$ cat src/rtl/clk_div_sched_pkg.sv
// Shared types and helpers for the programmable clock-pattern controller.
package clk_div_sched_pkg;

    typedef enum logic [1:0] {
        IDLE  = 2'd0,
        RUN   = 2'd1,
        DRAIN = 2'd2
    } state_t;

    localparam int unsigned MIN_PERIOD = 2;

    // A config is usable only if the period has room for at least one high
    // and one low cycle. Callers zero-extend their fields to 32 bits, so the
    // checks are done on the full value with no truncation.
    function automatic logic cfg_legal(input logic [31:0] period, input logic [31:0] high);
        return (period >= MIN_PERIOD) && (high >= 32'd1) && (high <= period - 32'd1);
    endfunction

endpackage

$ cat src/rtl/clk_div_cfg_hold.sv
// Config handshake and pending-config holder. Validates offered configs,
// parks a legal one until the controller can apply it, and presents the
// values to apply together with a one-cycle apply strobe.
module clk_div_cfg_hold
    import clk_div_sched_pkg::*;
#(
    parameter int CNT_W = 16
) (
    input  logic             clk,
    input  logic             rst,
    input  logic             cfg_valid,
    input  logic [CNT_W-1:0] cfg_period,
    input  logic [CNT_W-1:0] cfg_high,
    input  logic             apply_ok,    // controller is idle or at a period wrap
    input  logic             bypass_ok,   // controller is idle and starting this edge
    output logic             cfg_ready,
    output logic             cfg_err,
    output logic             busy,
    output logic             apply,
    output logic [CNT_W-1:0] new_period,
    output logic [CNT_W-1:0] new_high
);

    logic             legal;
    logic             xfer;
    logic             take_pending;
    logic             take_direct;
    logic             park;
    logic [CNT_W-1:0] pend_period;
    logic [CNT_W-1:0] pend_high;

    assign legal        = cfg_legal(32'(cfg_period), 32'(cfg_high));
    assign cfg_ready    = ~busy;
    assign xfer         = cfg_valid & cfg_ready;
    assign take_pending = busy & apply_ok;
    // A legal config offered on the edge the controller leaves IDLE goes
    // straight into force so that the very first period uses it.
    assign take_direct  = xfer & legal & bypass_ok;
    assign park         = xfer & legal & ~bypass_ok;
    assign apply        = take_pending | take_direct;
    assign new_period   = busy ? pend_period : cfg_period;
    assign new_high     = busy ? pend_high   : cfg_high;

    // Busy flag and error pulse; a transfer can only happen while not busy.
    always_ff @(posedge clk or posedge rst) begin
        if (rst) begin
            busy    <= 1'b0;
            cfg_err <= 1'b0;
        end else begin
            cfg_err <= xfer & ~legal;
            if (take_pending) begin
                busy <= 1'b0;
            end else if (park) begin
                busy <= 1'b1;
            end
        end
    end

    // Pending config data; only meaningful while busy, so it needs no reset.
    always_ff @(posedge clk) begin
        if (park) begin
            pend_period <= cfg_period;
            pend_high   <= cfg_high;
        end
    end

endmodule

$ cat src/rtl/clk_div_sched.sv
// Programmable divided-clock generator with start/stop sequencing and
// period-boundary reconfiguration.
module clk_div_sched
    import clk_div_sched_pkg::*;
#(
    parameter int CNT_W      = 16,
    parameter int DEF_PERIOD = 10,
    parameter int DEF_HIGH   = 7
) (
    input  logic             clk,
    input  logic             rst,
    input  logic             en,
    input  logic             cfg_valid,
    output logic             cfg_ready,
    input  logic [CNT_W-1:0] cfg_period,
    input  logic [CNT_W-1:0] cfg_high,
    output logic             cfg_err,
    output logic             clk_out,
    output logic             period_start,
    output logic             busy,
    output logic [CNT_W-1:0] cur_period,
    output logic [CNT_W-1:0] cur_high
);

    localparam logic [CNT_W-1:0] ONE = CNT_W'(1);

    state_t           state, state_n;
    logic [CNT_W-1:0] cnt, cnt_n;
    logic             clk_n;
    logic             ps_n;
    logic [CNT_W-1:0] per_n, high_n;
    logic             wrap;
    logic             apply_ok;
    logic             bypass_ok;
    logic             apply;
    logic [CNT_W-1:0] new_period, new_high;

    assign wrap      = (state != IDLE) && (cnt == cur_period - ONE);
    assign apply_ok  = (state == IDLE) || wrap;
    assign bypass_ok = (state == IDLE) && en;

    clk_div_cfg_hold #(
        .CNT_W (CNT_W)
    ) u_cfg_hold (
        .clk        (clk),
        .rst        (rst),
        .cfg_valid  (cfg_valid),
        .cfg_period (cfg_period),
        .cfg_high   (cfg_high),
        .apply_ok   (apply_ok),
        .bypass_ok  (bypass_ok),
        .cfg_ready  (cfg_ready),
        .cfg_err    (cfg_err),
        .busy       (busy),
        .apply      (apply),
        .new_period (new_period),
        .new_high   (new_high)
    );

    // Next-state, counter and waveform decode; new settings only land at
    // a wrap or in IDLE, so the values in force never change mid-period.
    always_comb begin
        state_n = state;
        cnt_n   = cnt;
        clk_n   = clk_out;
        ps_n    = 1'b0;
        per_n   = cur_period;
        high_n  = cur_high;
        if (apply) begin
            per_n  = new_period;
            high_n = new_high;
        end
        case (state)
            IDLE: begin
                cnt_n = '0;
                clk_n = 1'b0;
                if (en) begin
                    state_n = RUN;
                    clk_n   = 1'b1;
                    ps_n    = 1'b1;
                end
            end
            RUN, DRAIN: begin
                cnt_n = wrap ? '0 : cnt + ONE;
                clk_n = (cnt_n < high_n);
                ps_n  = (cnt_n == '0);
                if (state == RUN) begin
                    if (!en) state_n = DRAIN;
                end else if (wrap && !en) begin
                    state_n = IDLE;
                    cnt_n   = '0;
                    clk_n   = 1'b0;
                    ps_n    = 1'b0;
                end else if (en) begin
                    state_n = RUN;
                end
            end
            default: begin
                state_n = IDLE;
                cnt_n   = '0;
                clk_n   = 1'b0;
            end
        endcase
    end

    // State, counter, registered waveform and the settings in force.
    always_ff @(posedge clk or posedge rst) begin
        if (rst) begin
            state        <= IDLE;
            cnt          <= '0;
            clk_out      <= 1'b0;
            period_start <= 1'b0;
            cur_period   <= CNT_W'(DEF_PERIOD);
            cur_high     <= CNT_W'(DEF_HIGH);
        end else begin
            state        <= state_n;
            cnt          <= cnt_n;
            clk_out      <= clk_n;
            period_start <= ps_n;
            cur_period   <= per_n;
            cur_high     <= high_n;
        end
    end

endmodule
$ cat config.mk
export PLATFORM = sky130hd
export DESIGN_NAME = clk_div_sched
export DESIGN_NICKNAME = d
export VERILOG_FILES = /design/src/rtl/clk_div_sched_pkg.sv /design/src/rtl/clk_div_cfg_hold.sv /design/src/rtl/clk_div_sched.sv
export SDC_FILE = /design/constraint.sdc
export NUM_CORES = 1
export LEC_CHECK = 0
export ABC_CLOCK_PERIOD_IN_PS = 4650
export CORE_UTILIZATION = 25
export DETAILED_ROUTE_END_ITERATION = 7
export PLACE_DENSITY_LB_ADDON = 0.08
export RECOVER_POWER = 50
export SLEW_MARGIN = 20
export SYNTH_ARGS = -nofsm -noshare
export SYNTH_HDL_FRONTEND = slang
export SYNTH_HIERARCHICAL = 1
export SYNTH_SLANG_ARGS = --single-unit
$ cat constraint.sdc
create_clock -name clk -period 4.65 [get_ports clk]
set_input_delay 0.93 -clock clk [delete_from_list [all_inputs] [get_ports clk]]
set_output_delay 0.93 -clock clk [all_outputs]
set_load 0.1 [all_outputs]
==> results of run 1 <==
[report_power, final]
part | internal, mW | total (mW) | leakage, nW | switching (mW)
clock | 0.386 | 0.718 | 0.138 | 0.332
sequential | 1.03 | 1.31 | 0.962 | 0.280
combinational | 1.19 | 3.34 | 2.03 | 2.15
[path summary, 6_finish.rpt]
| kind | from | end | slack [ps] | cells after the start |
|---|---|---|---|---|
| max | cfg_period[2] | clk_out | -300 | 21 |
| max reg2reg | cur_period[1] | clk_out | 230 | 21 |
| min reg2reg | state[1] | state[1] | 550 | 2 |
| min | state[1] | state[1] | 550 | 2 |
| max in group asynchronous | rst | cur_period[1] | 2350 | 3 |
| min in group asynchronous | rst | u_cfg_hold/cfg_err | 880 | 2 |
[flip-flops by register name, indices dropped and copies added, names as in the netlist]
| register | flops |
|---|---|
| cnt | 16 |
| cur_high | 16 |
| cur_period | 16 |
| u_cfg_hold/pend_high | 16 |
| u_cfg_hold/pend_period | 16 |
| state | 2 |
| clk_out | 1 |
| period_start | 1 |
| u_cfg_hold/busy | 1 |
| u_cfg_hold/cfg_err | 1 |
[final cells by class]
cell class	count	area (um^2)	area share, %
inverters	36	135	1.77
repair buffers	152	1320	17.2
well taps	280	350	4.58
flip-flops and latches	86	2320	30.3
clock inverters	6	52.6	0.687
multi-input cells	388	3230	42.3
clock buffers	10	239	3.13
[critical path: stages]
cell and delay (ps):
buf_6 90, or3_4 390, nand2b_4 160, nor4_4 280, xnor2_1 140, ha_1 350
a41oi_2 170, o21ai_1 100, a2111o_1 400, o31ai_4 210, nand4_1 180, o21ai_4 250
buf_6 170, buf_6 130, mux2i_4 260, ha_4 230, a21o_1 180, a21oi_2 170
o211a_1 180, o41ai_2 60, a21oi_1 170
[synthesized netlist by cell type, drive strengths merged, types with 4 or more instances]
| library cell | number |
|---|---|
| nor2 | 54 |
| dfrtp | 49 |
| mux2 | 44 |
| ha | 38 |
| inv | 36 |
| edfxtp | 32 |
| xnor2 | 31 |
| a21oi | 23 |
| nand2 | 22 |
| nor4 | 19 |
| nand3 | 18 |
| xor2 | 17 |
| mux2i | 16 |
| clkbuf | 14 |
| o21ai | 14 |
| nor3 | 13 |
| nand4 | 12 |
| buf | 10 |
| a21o | 7 |
| nand2b | 6 |
| dfstp | 5 |
| a31oi | 4 |
| and3 | 4 |
[routing by layer]
metal / track usage [%] / vias up / wire length [um]
li1: - / 2209 / -
met1: 22.8 / 2237 / 8510
met2: 25.6 / 106 / 8000
met3: 2.65 / 11 / 690
met4: 4.05 / 0 / 158
met5: 0 / - / 0
[cell families after synthesis]
kind of cell	share of synthesized area, %
simple gates	16.5
compound gates	9.05
flops	41.8
fa+ha+maj	8.57
buf+inv	4.69
mux	11.8
xor+xnor	7.58
[what timing repair did]
action | CTS | global route
resized for setup | 59 | 15
pin swaps | 28 | 17
endpoints found under the setup margin | 2 | 1
setup buffers | 9 | 1
[placed cells by master (no fill, tap or decap), types with 12 or more instances in the layout]
| master | netlist | final |
|---|---|---|
| nand3_1 | 17 | 16 |
| inv_1 | 36 | 34 |
| buf_4 | 0 | 63 |
| ha_1 | 38 | 34 |
| clkdlybuf4s50_1 | 0 | 43 |
| edfxtp_1 | 32 | 32 |
| clkbuf_1 | 14 | 12 |
| nor4_1 | 16 | 12 |
| dfrtp_1 | 49 | 49 |
| nand4_1 | 12 | 12 |
| nor2_1 | 54 | 52 |
| mux2_2 | 44 | 44 |
| nand2_1 | 22 | 19 |
| xor2_1 | 17 | 16 |
| dlygate4sd3_1 | 0 | 16 |
| xnor2_1 | 31 | 31 |
| a21oi_1 | 23 | 20 |
==> flow_summary.json, run 1 <==
{
  "status": "finished, violations left",
  "violations": "setup timing",
  "drt_wl_total_um": 17400,
  "drtIter0Drc": 236,
  "drv_cap": 0,
  "coreArea_um2": 21800,
  "power_mw": 5.37,
  "worst_slew_margin_rel_pct": 31.6,
  "pre_cts_ws_ps": -1090,
  "synth_nets": 608,
  "pin_count": 73,
  "yosysTopAreaCellShare_pct": 22.1,
  "cts_root_buf": "clkbuf_16",
  "routabilityCongestion": 0.800,
  "cp-start-kind": "input port",
  "rsz0062_at_grt": "true",
  "rows": 54,
  "yosysWarnings": 6,
  "clk_latency_ps": 350,
  "syn_inst": 534,
  "fin_tns_setup_ps": -295,
  "antenna_found_initial": 0,
  "worstPathArrival_ps": 5220,
  "syn_area_um2": 5550,
  "postLayoutSetupSlackWorst_ps": -295,
  "async_reset_ff_share_pct": 62.8,
  "synth_top_flop_cell": "dfrtp_1",
  "wl_per_cell_um": 18.1,
  "nets": 747,
  "overflow": 0,
  "final_cells": 958,
  "area_delta_synth_final_pct": 37.9,
  "fin_crit_sh_pct": 106,
  "ys_ff_latch": 86,
  "drc_errors": 0,
  "ctsHoldBuffers": 0,
  "worstHoldPathType": "register to register",
  "dr.pass1.iters": 4,
  "grt_max_degree": 33,
  "hold_ws_ps": 553,
  "crit_type": "input port to register",
  "clk_path_buf_depth": 2,
  "crit_path_end_kind": "register",
  "dp.cells": 932,
  "die_area_um2": 22800,
  "die_h_um": 151,
  "slew_violations": 0,
  "fmax_mhz": 202,
  "post-route-util_pct": 35.1,
  "required_ps": 4920,
  "synth-edff-count": 32,
  "ant_nets": 0,
  "cts_tree": "built",
  "vias_per_cell": 4.76,
  "cts_made_buffers": 9,
  "setup_viol": 1,
  "grt_pass1_vias": 4559,
  "max-vdd-ir-drop_mv": 0.633,
  "fin_crit_ps": 4950,
  "diodes": 0,
  "p_leak_nw": 3.13,
  "synth_top_area_cell": "dfrtp_1",
  "track_usage_pct": 16.2,
  "hpwl_um": 13700,
  "crit_fanout": 5,
  "powerDensity_nw_per_um2": 703,
  "postPlaceCellArea_um2": 7080,
  "cts.clk_slew.worst_paths_ps": 70,
  "avgSynthCellArea_um2": 10.4,
  "floorplan.initialDensity_pct": 25.5,
  "worstMarginPinSlew_ps": 1020,
  "numPortBuffers": 72,
  "fin_skew_ps": 10.6,
  "synth.area.top_cells": "dfrtp_1 (22%), edfxtp_1 (17%), mux2_2 (8.9%)",
  "finalHoldViolCount": 0,
  "via_count": 4563,
  "fillers": 2214,
  "drive_gt1_share_pct": 28.0,
  "die_w_um": 151,
  "seq_area_frac_synth_pct": 41.8,
  "cts_num_sinks": 86,
  "fin_area_um2": 7640,
  "grt_pass1_wl_um": 27100,
  "ys_types": 64,
  "h-tree-depth": 3
}
(Power assumes the default switching activity.)
==> inputs of run 2 (changes only) <==
- CORE_UTILIZATION: 25 -> 50
==> run 2 against run 1 <==
The run still ends with setup timing left. Global-route usage rose by 11 points. Largest cell class unchanged. Cell area down 5.0%. Final cell count down 15%. Clock power fell by 21%. Combinational power fell by 4%. Non-clock buffer count shrank 7. Critical path depth is 2 higher.
==> flow_summary.json, run 2 (synthesis results as in run 1) <==
{
  "violations": "setup timing",
  "seqPwrFrac_pct": 25.7,
  "wl_per_cell_um": 18.5,
  "overflow": 0,
  "track_usage_pct": 27.6,
  "postLayoutSetupSlackWorst_ps": -270,
  "path_cells": "buf_6, or3_4, nor2_4, nand2_4, buf_4, nor4_4, xnor2_1, ha_1, nand2_2, nor3_1, a2111o_1, o31ai_4, nand4_1, o21ai_4, buf_6, mux2i_4, ha_4, a21o_1, a21o_1, a21oi_2, o211a_1, o41ai_2, a21oi_1",
  "swShare_pct": 52.8,
  "crit_path_end": "clk_out",
  "numPortBuffers": 72,
  "p_leak_nw": 3.05,
  "drtIter0Drc": 417,
  "area_delta_synth_final_pct": 31.0,
  "fin_crit_ps": 4920,
  "drive_gt1_share_pct": 26.2,
  "max-vdd-ir-drop_mv": 0.748,
  "pwr-share-clk_pct": 11.1,
  "startpoint": "cfg_period[2]",
  "internal_power_mw": 2.39,
  "setup_viol": 1,
  "drt_wl_total_um": 15000,
  "diodes": 0,
  "pin_count": 73,
  "cts_made_buffers": 9,
  "slew_violations": 0,
  "cts_tree": "built",
  "clk_path_buf_depth": 2,
  "cpPeakStageDelay_ps": 410,
  "dp.cells": 785,
  "dr.pass1.iters": 4,
  "worstMarginPinSlew_ps": 1030,
  "ff2ff_path_depth": 22,
  "worstPathArrival_ps": 5210,
  "clk_latency_ps": 360,
  "finalHoldViolCount": 0,
  "grt_pass1_wl_um": 23700,
  "status": "finished, violations left",
  "antenna_found_initial": 0,
  "layout_common_cells": "buf_4 (59), nor2_1 (52), dfrtp_1 (49)",
  "coreArea_um2": 10800,
  "die_area_um2": 11500,
  "crit_fanout": 6,
  "die_w_um": 107,
  "nets": 740,
  "drv_cap": 0,
  "pwr-share-comb_pct": 63.1,
  "worstHoldPathType": "register to register",
  "die_h_um": 107,
  "worst_slew_margin_rel_pct": 31.3,
  "h-tree-depth": 3,
  "crit_type": "input port to register",
  "rsz0062_at_grt": "true",
  "r2r_end": "clk_out",
  "fin_crit_sh_pct": 106,
  "final_common_cell": "buf_4",
  "hpwl_um": 11300,
  "grt_max_degree": 53,
  "drc_errors": 0,
  "crit_path_end_kind": "register",
  "final_cells": 811,
  "ff2ff_setup_slack_ps": 310,
  "rows": 38,
  "power_switching_mw": 2.68,
  "cp-start-kind": "input port",
  "vias_per_cell": 5.60,
  "grt_pass1_vias": 4467,
  "crit_slowest_cell": "or3_4",
  "floorplan.initialDensity_pct": 51.2,
  "cts.clk_slew.worst_paths_ps": 90,
  "powerDensity_nw_per_um2": 698,
  "required_ps": 4940,
  "cts_num_sinks": 86,
  "reg2reg_from": "cur_period[1]",
  "routabilityCongestion": 0.887,
  "via_count": 4545,
  "ant_nets": 0,
  "fin_skew_ps": 12.7,
  "pre_cts_ws_ps": -1020,
  "cts_root_buf": "clkbuf_8",
  "fmax_mhz": 203
}
run 2: cell count changes in the layout (fill, tap and decap cells not counted), moves of 3 or more:
cell / delta
buf_4: -4
clkbuf_8: +8
ha_4: -3
clkbuf_16: -7
buf_12: -3
run 2: repair_timing:
action / CTS / global route
pin swaps: 24 / 8
hold buffers: 0 / 0
buffers inserted: 9 / 1
endpoints found under the setup margin: 1 / 1
gates resized for setup: 57 / 13
run 2: cell type report:
cell class,instances,area [um^2]
fillers,876,3580
multi-input cells,388,3190
flip-flops and latches,86,2320
repair buffers,145,1230
well taps,140,175
clock buffers,11,174
inverters,36,136
clock inverters,5,42.5
run 2: per-stage QoR:
step | setup TNS (ps) | hold slack [ps] | power, mW | cell area (um^2) | utilization [%]
2_1_floorplan | -344 | 500 | 3.53 | 5590 | -
3_3_place_gp | -4160 | 527 | 4.31 | 6830 | 63.0
3_5_place_dp | -6300 | 544 | 4.36 | 6830 | 63.0
4_1_cts | -244 | 566 | 5.03 | 7220 | 66.6
5_1_grt | -480 | 587 | 5.33 | 7260 | 67.0
6_report | -270 | 560 | 5.07 | 7260 | 67.0
run 2: worst min-delay path by stage:
stage                       from      endpoint  slack (ps)  cells past startpoint
finish              cur_high[11]  cur_high[11]         560                      2
global route            state[1]      state[1]         590                      2
CTS                     state[1]      state[1]         570                      2
detailed placement      state[1]      state[1]         540                      2
global placement    cur_high[11]  cur_high[11]         530                      2
floorplan               state[1]      state[1]         500                      2
run 2: power by group through the flow:
stage	combinational, mW	clock, mW	sequential, mW
after floorplan	1.19	0	2.34
after global placement	3.02	0	1.30
after detailed placement	3.06	0	1.30
after CTS	3.15	0.578	1.29
after global routing	3.39	0.607	1.33
final	3.20	0.564	1.30
run 2: critical path, delay by kind of cell:
kind                     cells  cell delay [ps]
buffers and inverters        3              420
XOR/XNOR                     1              180
adder cells (fa/ha/maj)      2              520
multiplexers                 1              280
AO/OA/AOI/OAI                9             1700
AND/OR/NAND/NOR              7             1170
run 2: per-layer routing:
metal / track usage [%] / share of wire [%] / wire [um] / vias to the layer above
met5: 0 / 0 / 0 / -
li1: - / - / - / 2192
met3: 3.81 / 4.8 / 719 / 15
met4: 6.85 / 1.1 / 158 / 0
met1: 38.5 / 46 / 6970 / 2204
met2: 45.6 / 48 / 7140 / 134
